--- src/rtl/clause_scanner_if.sv ---
// Port bundle for clause_scanner: scan control, clausedb read bus, implication stream, status.
// No logic, so no latency.
// Backpressure is carried by imply_valid/imply_ready; the clausedb bus has none.
interface clause_scanner_if #(
    parameter int address_width = 8,
    parameter int data_width    = 8
);
    localparam int NV = data_width / 2;
    localparam int VW = (NV > 1) ? $clog2(NV) : 1;

    logic                     start;
    logic [address_width:0]   num_clauses;
    logic [NV-1:0]            assign_valid;
    logic [NV-1:0]            assign_val;
    logic                     db_en;
    logic                     db_r_w;
    logic [address_width-1:0] db_address;
    logic [data_width-1:0]    db_dout;
    logic                     imply_valid;
    logic                     imply_ready;
    logic [VW-1:0]            imply_var;
    logic                     imply_val;
    logic [address_width-1:0] imply_addr;
    logic                     busy;
    logic                     done;
    logic                     conflict;
    logic [address_width-1:0] conflict_addr;
    logic [address_width:0]   unit_count;

    // Scanner side
    modport master (
        input  start, num_clauses, assign_valid, assign_val, db_dout, imply_ready,
        output db_en, db_r_w, db_address, imply_valid, imply_var, imply_val, imply_addr,
               busy, done, conflict, conflict_addr, unit_count
    );

    // Requester / clausedb / implication consumer side
    modport slave (
        output start, num_clauses, assign_valid, assign_val, db_dout, imply_ready,
        input  db_en, db_r_w, db_address, imply_valid, imply_var, imply_val, imply_addr,
               busy, done, conflict, conflict_addr, unit_count
    );
endinterface

--- src/rtl/clause_scanner.sv ---
// Scans clauses 0..N-1 from clausedb, classifies each against a latched assignment, streams unit implications.
// Latency: 2 cycles per clause (FETCH+EVAL), +1 per EMIT cycle; done 1 cycle after the last EVAL.
// Backpressure: EMIT holds implication fields stable and stalls the scan until imply_ready.
module clause_scanner #(
    parameter int address_width = 8,
    parameter int data_width    = 8
) (
    input logic                clock,
    input logic                reset,
    clause_scanner_if.master   sif
);
    localparam int NV = data_width / 2;
    localparam int VW = (NV > 1) ? $clog2(NV) : 1;
    localparam int AW = address_width;
    localparam logic [AW:0] MAX_N = {1'b1, {AW{1'b0}}};

    typedef enum logic [2:0] {S_IDLE, S_FETCH, S_EVAL, S_EMIT, S_DONE} state_t;

    state_t         state_q;
    logic [AW-1:0]  addr_q;
    logic [AW-1:0]  last_q;
    logic [AW-1:0]  last_d;
    logic [NV-1:0]  asg_vld_q;
    logic [NV-1:0]  asg_val_q;
    logic           db_en_q;
    logic [AW-1:0]  db_address_q;
    logic           imply_valid_q;
    logic [VW-1:0]  imply_var_q;
    logic           imply_val_q;
    logic [AW-1:0]  imply_addr_q;
    logic           busy_q;
    logic           done_q;
    logic           conflict_q;
    logic [AW-1:0]  conflict_addr_q;
    logic [AW:0]    unit_count_q;

    logic           word_zero;
    logic           any_sat;
    logic           free_one;
    logic           free_many;
    logic [VW-1:0]  free_var;
    logic           free_pol;
    logic           at_last;

    assign sif.db_en         = db_en_q;
    assign sif.db_r_w        = 1'b1;
    assign sif.db_address    = db_address_q;
    assign sif.imply_valid   = imply_valid_q;
    assign sif.imply_var     = imply_var_q;
    assign sif.imply_val     = imply_val_q;
    assign sif.imply_addr    = imply_addr_q;
    assign sif.busy          = busy_q;
    assign sif.done          = done_q;
    assign sif.conflict      = conflict_q;
    assign sif.conflict_addr = conflict_addr_q;
    assign sif.unit_count    = unit_count_q;

    assign at_last = (addr_q == last_q);

    // Index of the final clause; counts beyond the address space clamp to the top address
    always_comb begin
        last_d = '1;
        if (sif.num_clauses <= MAX_N) begin
            last_d = AW'(sif.num_clauses - (AW + 1)'(1));
        end
    end

    // Classify the clause word: tautology or matching literal satisfies; otherwise count free literals
    always_comb begin
        word_zero = (sif.db_dout == '0);
        any_sat   = 1'b0;
        free_one  = 1'b0;
        free_many = 1'b0;
        free_var  = '0;
        free_pol  = 1'b0;
        for (int i = 0; i < NV; i++) begin
            if (sif.db_dout[2*i+1] && sif.db_dout[2*i]) begin
                any_sat = 1'b1;
            end else if (sif.db_dout[2*i+1] || sif.db_dout[2*i]) begin
                if (asg_vld_q[i]) begin
                    // Positive literal is true when the variable is 1, negative when it is 0
                    if (sif.db_dout[2*i+1] == asg_val_q[i]) any_sat = 1'b1;
                end else begin
                    if (free_one) free_many = 1'b1;
                    free_one = 1'b1;
                    free_var = VW'(i);
                    free_pol = sif.db_dout[2*i+1];
                end
            end
        end
    end

    // Scan FSM with all outputs registered
    always_ff @(posedge clock) begin
        if (reset) begin
            state_q         <= S_IDLE;
            addr_q          <= '0;
            last_q          <= '0;
            asg_vld_q       <= '0;
            asg_val_q       <= '0;
            db_en_q         <= 1'b0;
            db_address_q    <= '0;
            imply_valid_q   <= 1'b0;
            imply_var_q     <= '0;
            imply_val_q     <= 1'b0;
            imply_addr_q    <= '0;
            busy_q          <= 1'b0;
            done_q          <= 1'b0;
            conflict_q      <= 1'b0;
            conflict_addr_q <= '0;
            unit_count_q    <= '0;
        end else begin
            case (state_q)
                S_IDLE: begin
                    if (sif.start) begin
                        asg_vld_q    <= sif.assign_valid;
                        asg_val_q    <= sif.assign_val;
                        last_q       <= last_d;
                        conflict_q   <= 1'b0;
                        unit_count_q <= '0;
                        addr_q       <= '0;
                        db_address_q <= '0;
                        busy_q       <= 1'b1;
                        if (sif.num_clauses == '0) begin
                            done_q  <= 1'b1;
                            state_q <= S_DONE;
                        end else begin
                            db_en_q <= 1'b1;
                            state_q <= S_FETCH;
                        end
                    end
                end
                S_FETCH: begin
                    // Address was presented this cycle; data arrives next cycle
                    db_en_q <= 1'b0;
                    state_q <= S_EVAL;
                end
                S_EVAL: begin
                    if (!word_zero && !any_sat && !free_one) begin
                        conflict_q      <= 1'b1;
                        conflict_addr_q <= addr_q;
                        done_q          <= 1'b1;
                        state_q         <= S_DONE;
                    end else if (!word_zero && !any_sat && !free_many) begin
                        imply_valid_q <= 1'b1;
                        imply_var_q   <= free_var;
                        imply_val_q   <= free_pol;
                        imply_addr_q  <= addr_q;
                        state_q       <= S_EMIT;
                    end else if (at_last) begin
                        done_q  <= 1'b1;
                        state_q <= S_DONE;
                    end else begin
                        addr_q       <= addr_q + 1'b1;
                        db_address_q <= addr_q + 1'b1;
                        db_en_q      <= 1'b1;
                        state_q      <= S_FETCH;
                    end
                end
                S_EMIT: begin
                    if (sif.imply_ready) begin
                        imply_valid_q <= 1'b0;
                        unit_count_q  <= unit_count_q + 1'b1;
                        if (at_last) begin
                            done_q  <= 1'b1;
                            state_q <= S_DONE;
                        end else begin
                            addr_q       <= addr_q + 1'b1;
                            db_address_q <= addr_q + 1'b1;
                            db_en_q      <= 1'b1;
                            state_q      <= S_FETCH;
                        end
                    end
                end
                S_DONE: begin
                    done_q  <= 1'b0;
                    busy_q  <= 1'b0;
                    state_q <= S_IDLE;
                end
                default: state_q <= S_IDLE;
            endcase
        end
    end
endmodule

--- src/flat_wrapper.sv ---
// flat-port wrapper written by rule: the top's interface ports become plain ports
module clause_scanner_flat 
#(
    parameter int address_width = 8,
    parameter int data_width    = 8
)
  (clock, reset, sif_start, sif_num_clauses, sif_assign_valid, sif_assign_val, sif_db_dout, sif_imply_ready, sif_db_en, sif_db_r_w, sif_db_address, sif_imply_valid, sif_imply_var, sif_imply_val, sif_imply_addr, sif_busy, sif_done, sif_conflict, sif_conflict_addr, sif_unit_count);
  clause_scanner_if #(.address_width(address_width), .data_width(data_width)) sif_i ();
  input logic clock;
  input logic reset;
  input wire logic [$bits(sif_i.start)-1:0] sif_start;
  input wire logic [$bits(sif_i.num_clauses)-1:0] sif_num_clauses;
  input wire logic [$bits(sif_i.assign_valid)-1:0] sif_assign_valid;
  input wire logic [$bits(sif_i.assign_val)-1:0] sif_assign_val;
  input wire logic [$bits(sif_i.db_dout)-1:0] sif_db_dout;
  input wire logic [$bits(sif_i.imply_ready)-1:0] sif_imply_ready;
  output wire logic [$bits(sif_i.db_en)-1:0] sif_db_en;
  output wire logic [$bits(sif_i.db_r_w)-1:0] sif_db_r_w;
  output wire logic [$bits(sif_i.db_address)-1:0] sif_db_address;
  output wire logic [$bits(sif_i.imply_valid)-1:0] sif_imply_valid;
  output wire logic [$bits(sif_i.imply_var)-1:0] sif_imply_var;
  output wire logic [$bits(sif_i.imply_val)-1:0] sif_imply_val;
  output wire logic [$bits(sif_i.imply_addr)-1:0] sif_imply_addr;
  output wire logic [$bits(sif_i.busy)-1:0] sif_busy;
  output wire logic [$bits(sif_i.done)-1:0] sif_done;
  output wire logic [$bits(sif_i.conflict)-1:0] sif_conflict;
  output wire logic [$bits(sif_i.conflict_addr)-1:0] sif_conflict_addr;
  output wire logic [$bits(sif_i.unit_count)-1:0] sif_unit_count;
  assign sif_i.start = sif_start;
  assign sif_i.num_clauses = sif_num_clauses;
  assign sif_i.assign_valid = sif_assign_valid;
  assign sif_i.assign_val = sif_assign_val;
  assign sif_i.db_dout = sif_db_dout;
  assign sif_i.imply_ready = sif_imply_ready;
  assign sif_db_en = sif_i.db_en;
  assign sif_db_r_w = sif_i.db_r_w;
  assign sif_db_address = sif_i.db_address;
  assign sif_imply_valid = sif_i.imply_valid;
  assign sif_imply_var = sif_i.imply_var;
  assign sif_imply_val = sif_i.imply_val;
  assign sif_imply_addr = sif_i.imply_addr;
  assign sif_busy = sif_i.busy;
  assign sif_done = sif_i.done;
  assign sif_conflict = sif_i.conflict;
  assign sif_conflict_addr = sif_i.conflict_addr;
  assign sif_unit_count = sif_i.unit_count;
  clause_scanner #(.address_width(address_width), .data_width(data_width)) u_core (.clock(clock), .reset(reset), .sif(sif_i));
endmodule
--- config.mk ---
export PLATFORM = sky130hd
export DESIGN_NAME = clause_scanner_flat
export DESIGN_NICKNAME = d
export VERILOG_FILES = /design/src/rtl/clause_scanner_if.sv /design/src/rtl/clause_scanner.sv /design/src/flat_wrapper.sv
export SDC_FILE = /design/constraint.sdc
export NUM_CORES = 1
export LEC_CHECK = 0
export CAP_MARGIN = 20
export CORE_UTILIZATION = 35
export DETAILED_ROUTE_END_ITERATION = 12
export HOLD_SLACK_MARGIN = 0.15
export PLACE_DENSITY = 0.64
export SETUP_SLACK_MARGIN = 0.2
export SLEW_MARGIN = 40
export SYNTH_ARGS = -nofsm -noshare
export SYNTH_HDL_FRONTEND = slang
export SYNTH_SLANG_ARGS = --single-unit
--- constraint.sdc ---
create_clock -name clock -period 1.9 [get_ports clock]
set_input_delay 0.38 -clock clock [delete_from_list [all_inputs] [get_ports clock]]
set_output_delay 0.38 -clock clock [all_outputs]
set_load 0.01 [all_outputs]
# After elaboration in Yosys (flattened, before gate mapping)

Cells that the tools add are included.
W data, S select, Z words.

Register bits after elaboration: 68
Input port bits: 29
Output and inout port bits: 42
Logic and storage cells: 181

Add/subtract/negate cells: 3
$lt $le $gt $ge: 1
Equality and inequality tests: 18
Muxes and demuxes: 106
Bitwise operators: 1
Reduce and logical (&&, ||, !) cells: 36

Operators by type and width:

| cell                  | number |
|---|---|
| $mux W8               | 10 |
| $mux W1               | 71 |
| $pmux W8 S3           | 2 |
| $mux W3               | 6 |
| $mux W9               | 2 |
| $pmux W9 S2           | 1 |
| $mux W2               | 8 |
| $pmux W3 S4           | 1 |
| $ne A2 B2 Y1 const B  | 5 |
| $reduce_and A5 Y1     | 2 |
| $add A9 B1 Y9 const B | 1 |
| $le A9 B9 Y1 const B  | 1 |
| $logic_not A9 Y1      | 1 |
| $reduce_and A3 Y1     | 3 |
| $add A8 B1 Y8 const B | 1 |
| $eq A8 B8 Y1          | 1 |
| $logic_not A8 Y1      | 1 |
| $pmux W1 S4           | 2 |
| $reduce_and A2 Y1     | 4 |
| $reduce_bool A2 Y1    | 4 |
| $reduce_bool A4 Y1    | 2 |
| $sub A8 B1 Y8 const B | 1 |
| $logic_and A1 B1 Y1   | 7 |
| $eq A3 B2 Y1 const B  | 2 |
| 13 further kinds      | 26 |

# Longest topological paths before layout

Gate-level depths: netlist of run 1.

Depth in word-level cells: 23
Gate-level depth with buffers: 8
Depth with buffers taken out: 7

# Worst setup path before layout of run 1

No wires, ideal clock.

Path type: input to register
Start: input port sif_db_dout[1]
End: register u_core.addr_q[5]
Library setup time: 0.060 ns
Data arrival time: 1.810 ns
Required time: 1.840 ns
Path slack: 0.030 ns
Stages on the path: 7
Path buffers: 1
Cells stage by stage: xor2_1 -> nand4_1 -> a211oi_2 -> and3b_1 -> buf_6 -> or4_1 -> nand2_1

Cells in the longest elaborated chain, start to end: 22
Elaborated cells on any way between the ends: 53
Those cells by class: eq/ne: 3; mux: 39; reduce/logical: 11

RTL lines:

| what                                   | line                                         | text |
|---|---|---|
| start: declaration                     | flat_wrapper.sv:15                           | `input wire logic [$bits(sif_i.db_dout)-1:0] sif_db_dout;` |
| $eq A1 B1 Y1                           | clause_scanner.sv:82                         | `if (sif.db_dout[2*i+1] == asg_val_q[i]) any_sat = 1'b1;` |
| $mux W1                                | clause_scanner.sv:82                         |  |
| $mux W1                                | clause_scanner.sv:80                         | `if (asg_vld_q[i]) begin` |
| $mux W1                                | clause_scanner.sv:79                         | `end else if (sif.db_dout[2*i+1] \|\| sif.db_dout[2*i]) begin` |
| $mux W1                                | clause_scanner.sv:77                         | `if (sif.db_dout[2*i+1] && sif.db_dout[2*i]) begin` |
| $mux W1                                | clause_scanner.sv:82                         |  |
| $mux W1                                | clause_scanner.sv:80                         |  |
| $mux W1                                | clause_scanner.sv:79                         |  |
| [6 not listed]                         | --                                           |  |
| $mux W1                                | clause_scanner.sv:80                         |  |
| $mux W1                                | clause_scanner.sv:79                         |  |
| $mux W1                                | clause_scanner.sv:77                         |  |
| $logic_not A1 Y1                       | clause_scanner.sv:139, clause_scanner.sv:144 |  |
| $logic_and A1 B1 Y1                    | clause_scanner.sv:139, clause_scanner.sv:144 |  |
| $logic_and A1 B1 Y1 (on tied branches) | clause_scanner.sv:139, clause_scanner.sv:144 |  |
| $ne A2 B2 Y1 (no line)                 | --                                           |  |
| $reduce_and A5 Y1 (no line) (*)        | --                                           |  |
| end signal: assignment                 | clause_scanner.sv:154                        | `addr_q <= addr_q + 1'b1;` |
| end signal: assignment                 | clause_scanner.sv:168                        | `addr_q <= addr_q + 1'b1;` |
| end: declaration                       | clause_scanner.sv:20                         | `logic [AW-1:0] addr_q;` |

Every way passes the cells marked *; elsewhere a longest branch is shown, timed or not.
A chain may end at the register's enable or synchronous reset.

# Final worst setup path of run 1

Start: input port sif_db_dout[3]
End: register u_core.addr_q[5]

Cells in the longest elaborated chain, start to end: 18
Elaborated cells on any way between the ends: 44
Those cells by class: eq/ne: 3; mux: 30; reduce/logical: 11

RTL lines:

| what                                   | line |
|---|---|
| $eq A1 B1 Y1                           | clause_scanner.sv:82 |
| $mux W1                                | clause_scanner.sv:82 |
| $mux W1                                | clause_scanner.sv:80 |
| $mux W1                                | clause_scanner.sv:79 |
| $mux W1                                | clause_scanner.sv:77 |
| $mux W1                                | clause_scanner.sv:82 |
| $mux W1                                | clause_scanner.sv:80 |
| $mux W1                                | clause_scanner.sv:79 |
| [2 not listed]                         | -- |
| $mux W1                                | clause_scanner.sv:80 |
| $mux W1                                | clause_scanner.sv:79 |
| $mux W1                                | clause_scanner.sv:77 |
| $logic_not A1 Y1                       | clause_scanner.sv:139, clause_scanner.sv:144 |
| $logic_and A1 B1 Y1                    | clause_scanner.sv:139, clause_scanner.sv:144 |
| $logic_and A1 B1 Y1 (on tied branches) | clause_scanner.sv:139, clause_scanner.sv:144 |
| $ne A2 B2 Y1 (no line)                 | -- |
| $reduce_and A5 Y1 (no line) (*)        | -- |

Marked as above.

==> impl_metrics.yaml, run 1 <==
critical_path:
  worst_path_largest_cell_delay_ns: 0.49
  timing.critical_path.mode_cell: "nand2_1"
  timing.critical_path.arrival_ns: 2.19
  crit_type: "input pin to flop"
  worstSetupEndpointType: "flop"
  worst_path_max_delay_cell: "or4_1"
  crit_path_cell_trace: "clkdlybuf4s15_2 -> buf_4 -> nor4_2 -> nand2_1 -> o2111a_1 -> and3b_2 -> or4_1 -> nand2_1"
  crit_buf_inv: 2
  crit_path_max_fanout: 5
  kind_of_cell_with_the_highest_combined_delay_on_the_critical_path: "simple AND/OR/NAND/NOR gates"
  worstSetupStartpointType: "input pin"
  critical_path_required_time_ns: 2.19
logic_synthesis:
  post_synthesis_cell_area_mm2: 0.00305
  postSynth.topFlopCell: "dfxtp_1"
  netlist-cell-type-count: 48
  proportion_of_register_bits_with_asynchronous_set_or_reset_after_synthesis: 0
  yosys_register_bits: 60
  syn_nets: 408
  synth_edf_count: 0
  post-synth-top-area-fraction: 0.394
  synth_sequential_area_ratio: 0.394
  yosys_warnings: 0
  postSynthCellCount: 376
  synth_area_per_cell_um2: 8.11
  ys_top_cells_by_area: "dfxtp_1 39%, nand2_1 5.5%, a21oi_1 4.6%, mux2i_1 4.6%, nor2_1 3.9%"
  yosys.area.top_type: "dfxtp_1"
power_and_ir_drop:
  power_leakage_nw: 2.15
  sw_frac_of_total: 0.298
  pwr-share-comb: 0.254
  power.sequential.fraction: 0.399
  power.net_switching_w: 0.00103
  power_frac_clock: 0.346
  vdd_ir_drop_max_uv: 352
  internal_power_w: 0.00244
  cell_area_power_density_mw_per_mm2: 688
timing:
  final_hold_viol_count: 0
  post-route-period-util: 1.00
  timing.hold.ws_ns: 0.394
  timing.clock.skew_ns: 0.0110
  min_period_ns: 1.90
  maxSlewViolCount: 0
  clock.fmax_ghz: 0.526
  finalSetupViolCount: 0
  setup_total_negative_slack_ns: 0
  rsz0062_at_grt: "true"
  final_critical_path_setup_slack_ns: 0.000596
route:
  detail_route.wirelength_mm: 9.95
  drt-pass1-iter-count: 4
  num_vias: 3360
  detail_route.wl_per_cell_um: 15.8
  drt_first_iter_violations: 179
  via_per_inst: 5.34
  detail-route-antenna-nets: 0
  drc: 0
floorplan:
  start_util: 0.366
  die_h_um: 95.4
  die_width_um: 95.4
  rows: 33
  die_area_mm2: 0.00909
  pin_count: 71
  core_area_mm2: 0.00834
cells_and_area:
  num-fill-cells: 726
  n_antenna_cell: 0
  post_route_cells_drive_above_1_share: 0.328
  final_net_count: 551
  syn2layout_area_growth_pct: 65.4
run:
  maxCapViolations: 0
cts:
  cts_tree: "yes"
  worstSkewPairLatency_ns: 0.35
  cts.sinks: 60
  clockBufferDepth: 2
  clock_pin_transition_on_the_worst_setup_and_hold_timing_paths_ns: 0.07
  library_cell_used_as_clock_root_buffer: "clkbuf_8"
  tritoncts.num_buffers: 9
  post_cts_hold_buffer_count: 0
  cts.htree.levels: 3
global_routing:
  grt_pass1_vias: 3341
  grt_max_degree: 36
  number_of_antenna_violations_at_the_first_check_in_global_routing: 0
  grt_overflow: 0
  grt_util_all_layers: 0.230
  grt_pass1_wl_mm: 15.8
min_path:
  hp-class: "input pin to flop"
place:
  numPortBuffers: 69
  post-place-ws_ns: -0.750
  gp_congestion: 0.869
  dpl.hpwl_mm: 6.96
status:
  run_status: "complete, no violations"
==> registers in the layout, summed over array words and instances (netlist names), 2 cells and up <==
signal                    flops
u_core.last_q                 8
u_core.sif.imply_var          2
u_core.asg_val_q              4
u_core.state_q                3
u_core.addr_q                 8
u_core.sif.unit_count         9
u_core.sif.conflict_addr      8
u_core.sif.imply_addr         8
u_core.asg_vld_q              4
==> metrics by stage <==
stage,utilization,instances,power (W),area (um2)
finish,0.605,629,0.00347,5050
detailed placement,0.529,599,0.00217,4410
global placement,0.529,599,0.00216,4410
global route,0.605,629,0.00363,5050
CTS,0.585,626,0.00342,4880
floorplan,-,376,0.00178,3130
==> power groups by stage <==
stage | Clock (W) | Sequential (W) | Combinational (W)
finish | 0.00120 | 0.00139 | 0.000883
global route | 0.00128 | 0.00139 | 0.000959
CTS | 0.00122 | 0.00138 | 0.000816
detailed placement | 0 | 0.00141 | 0.000764
global placement | 0 | 0.00140 | 0.000753
floorplan | 0 | 0.00140 | 0.000382
==> kinds of logic after synthesis <==
logic type                 Yosys count  share of synthesized area
AOI/OAI and AO/OA                   83                      0.172
DFF                                 60                      0.394
muxes                               15                     0.0496
and+or+nand+nor                    161                      0.262
buffers and inverters               31                     0.0435
adders and majority gates            3                     0.0123
xor gates and xnor gates            22                     0.0656
other                                1                    0.00123
==> layout make-up <==
| class | instances | area, um2 | area share |
|---|---|---|---|
| Clock buffer | 12 | 155 | 0.0307 |
| Inverter | 11 | 41.3 | 0.00818 |
| Tap cell | 105 | 131 | 0.0260 |
| Timing Repair Buffer | 151 | 1410 | 0.278 |
| Clock inverter | 4 | 47.5 | 0.00942 |
| Sequential cell | 60 | 1220 | 0.241 |
| Multi-Input combinational cell | 286 | 2050 | 0.406 |
==> cells in the final DEF (no fill, tap or decap), types with 4 or more instances in the layout <==
cell type and instances:
nand2_1 43, o21ai_0 10, clkbuf_8 11, buf_12 4, dlymetal6s2s_1 10, nand4_1 7
a31oi_1 5, or3_1 5, a211oi_1 7, inv_2 5, or2_2 5, nand3_1 16
dfxtp_1 51, and2_1 5, xor2_1 7, nor3_1 10, inv_1 6, mux2i_1 14
buf_4 66, buf_2 6, buf_6 10, o211ai_1 4, xnor2_1 11, dfxtp_2 7
clkdlybuf4s50_1 40, dlygate4sd2_1 11, a21oi_1 26, o21ai_2 9, nor2_1 31
==> path summary, 6_finish.rpt <==
kind | endpoint | from | slack, ns | depth (start not counted)
min reg2reg | u_core.sif.conflict | u_core.sif.conflict | 0.46 | 2
max | u_core.addr_q[5] | sif_db_dout[3] | 0.0006 | 8
min | u_core.last_q[0] | sif_num_clauses[0] | 0.39 | 3
max reg2reg | u_core.addr_q[5] | u_core.asg_val_q[0] | 0.01 | 6
==> Yosys cell counts, types with 3 or more instances <==
library cell	n
a211oi_1	9
a21oi_1	28
a222oi_1	3
a31oi_1	5
and2_1	5
buf_2	4
clkbuf_1	14
dfxtp_1	60
ha_1	3
inv_1	11
mux2i_1	14
nand2_1	45
nand2b_1	3
nand3_1	20
nand4_1	7
nor2_1	32
nor3_1	15
nor3b_1	4
nor4_1	5
o211ai_1	4
o21ai_0	20
or2_2	5
or3_1	8
xnor2_1	11
xor2_1	10
==> timing repair <==
action                                  in CTS  in global routing
resized for setup                           99                 36
cloned                                       3                  0
endpoints found under the setup margin      52                 53
buffers inserted                             8                  3
pin swaps                                   18                 20
==> layer usage <==
layer	track usage	vias to the layer above	routed length (um)
met3	0.0518	19	432
met2	0.386	107	4920
met1	0.279	1597	4410
met5	0	-	0
met4	0.105	0	187
li1	-	1637	-
==> tightest hold or removal path, cell delays in order <==
cell and delay (ns):
dlymetal6s2s_1 0.13, buf_4 0.13, a211oi_1 0.06
(Power assumes the default switching activity.)
==> inputs of run 2 (changes only) <==
--- a/config.mk
+++ b/config.mk
@@ -6,11 +6,10 @@
 export NUM_CORES = 1
 export LEC_CHECK = 0
 export CAP_MARGIN = 20
-export CORE_UTILIZATION = 35
+export CORE_UTILIZATION = 40
 export DETAILED_ROUTE_END_ITERATION = 12
-export HOLD_SLACK_MARGIN = 0.15
-export PLACE_DENSITY = 0.64
-export SETUP_SLACK_MARGIN = 0.2
+export HOLD_SLACK_MARGIN = 0.05
+export PLACE_DENSITY = 0.71
 export SLEW_MARGIN = 40
 export SYNTH_ARGS = -nofsm -noshare
 export SYNTH_HDL_FRONTEND = slang
==> run 2 against run 1 <==
Compared with the run above:
- clock skew is 0.0067 ns lower
- non-clock buffer count is 16 lower
- setup slack better by 0.070 ns
- critical path depth is 2 lower
- critical path type is now flop to flop
- total power is 11% lower
==> impl_metrics.yaml, run 2 (synthesized netlist as in run 1, its figures left out) <==
status:
  run_status: "complete, no violations"
timing:
  min_period_ns: 1.83
  rsz0062_at_grt: "true"
  timing.clock.skew_ns: 0.00429
  post-route-period-util: 0.963
  finalSetupViolCount: 0
  maxSlewViolCount: 0
  clock.fmax_ghz: 0.547
  final_hold_viol_count: 0
  timing.hold.ws_ns: 0.458
  final_critical_path_setup_slack_ns: 0.0704
global_routing:
  grt_util_met1: 0.281
  grt_util_all_layers: 0.223
  global_route.usage.met2: 0.382
  grt_pass1_wl_mm: 13.4
  grt_max_degree: 24
  grt_pass1_vias: 2946
  number_of_antenna_violations_at_the_first_check_in_global_routing: 0
  grt_overflow: 0
  met3_usage: 0.0526
  grt_most_used_layer: "met2"
power_and_ir_drop:
  power.net_switching_w: 0.000921
  pwr-share-comb: 0.233
  power_frac_clock: 0.319
  power_leakage_nw: 1.78
  vdd_ir_drop_max_uv: 356
  sw_frac_of_total: 0.296
  internal_power_w: 0.00219
  cell_area_power_density_mw_per_mm2: 684
  power.sequential.fraction: 0.448
cells_and_area:
  syn2layout_area_growth_pct: 48.9
  num-fill-cells: 655
  instances_no_fill: 606
  n_antenna_cell: 0
  largest_register_ffs: 9
  final_net_count: 535
  most_common_cell_after_layout_fill_and_taps_aside: "buf_4"
  final_cell_mix: "64 x buf_4, 60 x clkdlybuf4s50_1, 55 x dfxtp_1"
  post_route_cells_drive_above_1_share: 0.245
cts:
  cts.htree.levels: 3
  tritoncts.num_buffers: 9
  post_cts_hold_buffer_count: 0
  clockBufferDepth: 2
  cts.sinks: 60
  cts_tree: "yes"
  clock_pin_transition_on_the_worst_setup_and_hold_timing_paths_ns: 0.07
  worstSkewPairLatency_ns: 0.34
  library_cell_used_as_clock_root_buffer: "clkbuf_8"
place:
  numPortBuffers: 69
  post-place-ws_ns: -0.706
  dpl.hpwl_mm: 6.52
  dp_cells: 590
  gp_congestion: 0.870
route:
  drc: 0
  detail_route.wirelength_mm: 8.56
  drt-pass1-iter-count: 4
  num_vias: 3160
  via_per_inst: 5.21
  drt_first_iter_violations: 203
  detail_route.wl_per_cell_um: 14.1
  detail-route-antenna-nets: 0
min_path:
  whs_path_depth: 2
  hp-class: "flop to flop"
  holdPathEnd: "u_core.sif.imply_val"
  hp-start: "u_core.sif.imply_val"
critical_path:
  critical_path_required_time_ns: 2.19
  worst_path_max_delay_cell: "or4_1"
  worst_reg2reg_path_depth: 6
  crit_buf_inv: 1
  crit_path_max_fanout: 5
  crit_type: "flop to flop"
  worst_path_largest_cell_delay_ns: 0.48
  worstSetupEndpointType: "flop"
  rr_startpoint: "u_core.asg_vld_q[2]"
  worstSetupStartpointType: "flop"
  reg2reg_setup_slack_ns: 0.07
  crit_path_cell_trace: "inv_1 -> nand4_1 -> a211oi_2 -> and3b_2 -> or4_1 -> nand2_1"
  timing.critical_path.arrival_ns: 2.12
  r2r_end: "u_core.addr_q[5]"
  kind_of_cell_with_the_highest_combined_delay_on_the_critical_path: "simple AND/OR/NAND/NOR gates"
floorplan:
  core_area_mm2: 0.00733
  start_util: 0.416
  pin_count: 71
  die_area_mm2: 0.00798
  rows: 31
  die_width_um: 89.3
  die_h_um: 89.3
run:
  maxCapViolations: 0
[run 2: cell types whose count changed in the layout (fill, tap and decap cells not counted), sizes merged]
| cell | previous run | this run |
|---|---|---|
| dlymetal6s2s | 10 | 0 |
| dlygate4sd2 | 11 | 1 |
| clkbuf | 12 | 13 |
| bufinv | 1 | 0 |
| buf | 88 | 71 |
| clkdlybuf4s15 | 2 | 1 |
| clkinv | 2 | 3 |
| clkdlybuf4s50 | 40 | 60 |
[run 2: final cells by class]
type	instances	area, um2	share of cell area
Tap cell	99	124	0.0273
Multi-Input combinational cell	286	1840	0.406
Clock inverter	4	26.3	0.00579
Inverter	11	41.3	0.00909
Clock buffer	11	141	0.0311
Timing Repair Buffer	135	1160	0.255
Sequential cell	60	1210	0.266
[run 2: timing repair]
| item | CTS | global route |
|---|---|---|
| cloned | 1 | 0 |
| pin swaps | 10 | 9 |
| setup endpoints to repair | 34 | 29 |
| resized for setup | 37 | 25 |
| setup buffers | 1 | 0 |
[run 2: metal layers]
layer,part of all wire,vias to the layer above
li1,-,1602
met1,0.46,1466
met5,0,-
met4,0.013,0
met3,0.041,13
met2,0.49,79
[run 2: power groups by stage]
stage	Clock [W]	Combinational, W	Sequential, W
floorplan	0	0.000367	0.00140
global placement	0	0.000677	0.00141
detailed placement	0	0.000688	0.00141
CTS	0.00101	0.000707	0.00139
global route	0.00106	0.000793	0.00140
finish	0.000991	0.000723	0.00139
[run 2: how the worst max path moves through the flow]
stage / cells after the start / startpoint / slack (ns) / end
4_1_cts: 9 / sif_num_clauses[0] / 0.02 / u_core.sif.done
5_1_grt: 8 / sif_db_dout[3] / -0.06 / u_core.sif.imply_val
3_3_place_gp: 7 / sif_db_dout[1] / -0.61 / u_core.addr_q[5]
3_5_place_dp: 7 / sif_db_dout[1] / -0.71 / u_core.addr_q[5]
6_report: 6 / u_core.asg_vld_q[2] / 0.07 / u_core.addr_q[5]
2_1_floorplan: 7 / sif_db_dout[1] / 0.03 / u_core.addr_q[5]
[run 2: worst register-to-register path, cell delays in order (launching register included)]
cell	delay (ns)
dfxtp_2	0.34
inv_1	0.13
nand4_1	0.12
a211oi_2	0.34
and3b_2	0.29
or4_1	0.48
nand2_1	0.08
[run 2: stage by stage]
stage | power, W | util | instance area, um2 | TNS, ns
2_1_floorplan | 0.00177 | - | 3050 | 0
3_3_place_gp | 0.00209 | 0.582 | 4270 | -18.71
3_5_place_dp | 0.00210 | 0.582 | 4270 | -21.51
4_1_cts | 0.00310 | 0.613 | 4500 | 0
5_1_grt | 0.00325 | 0.619 | 4540 | -0.312
6_report | 0.00311 | 0.619 | 4540 | 0
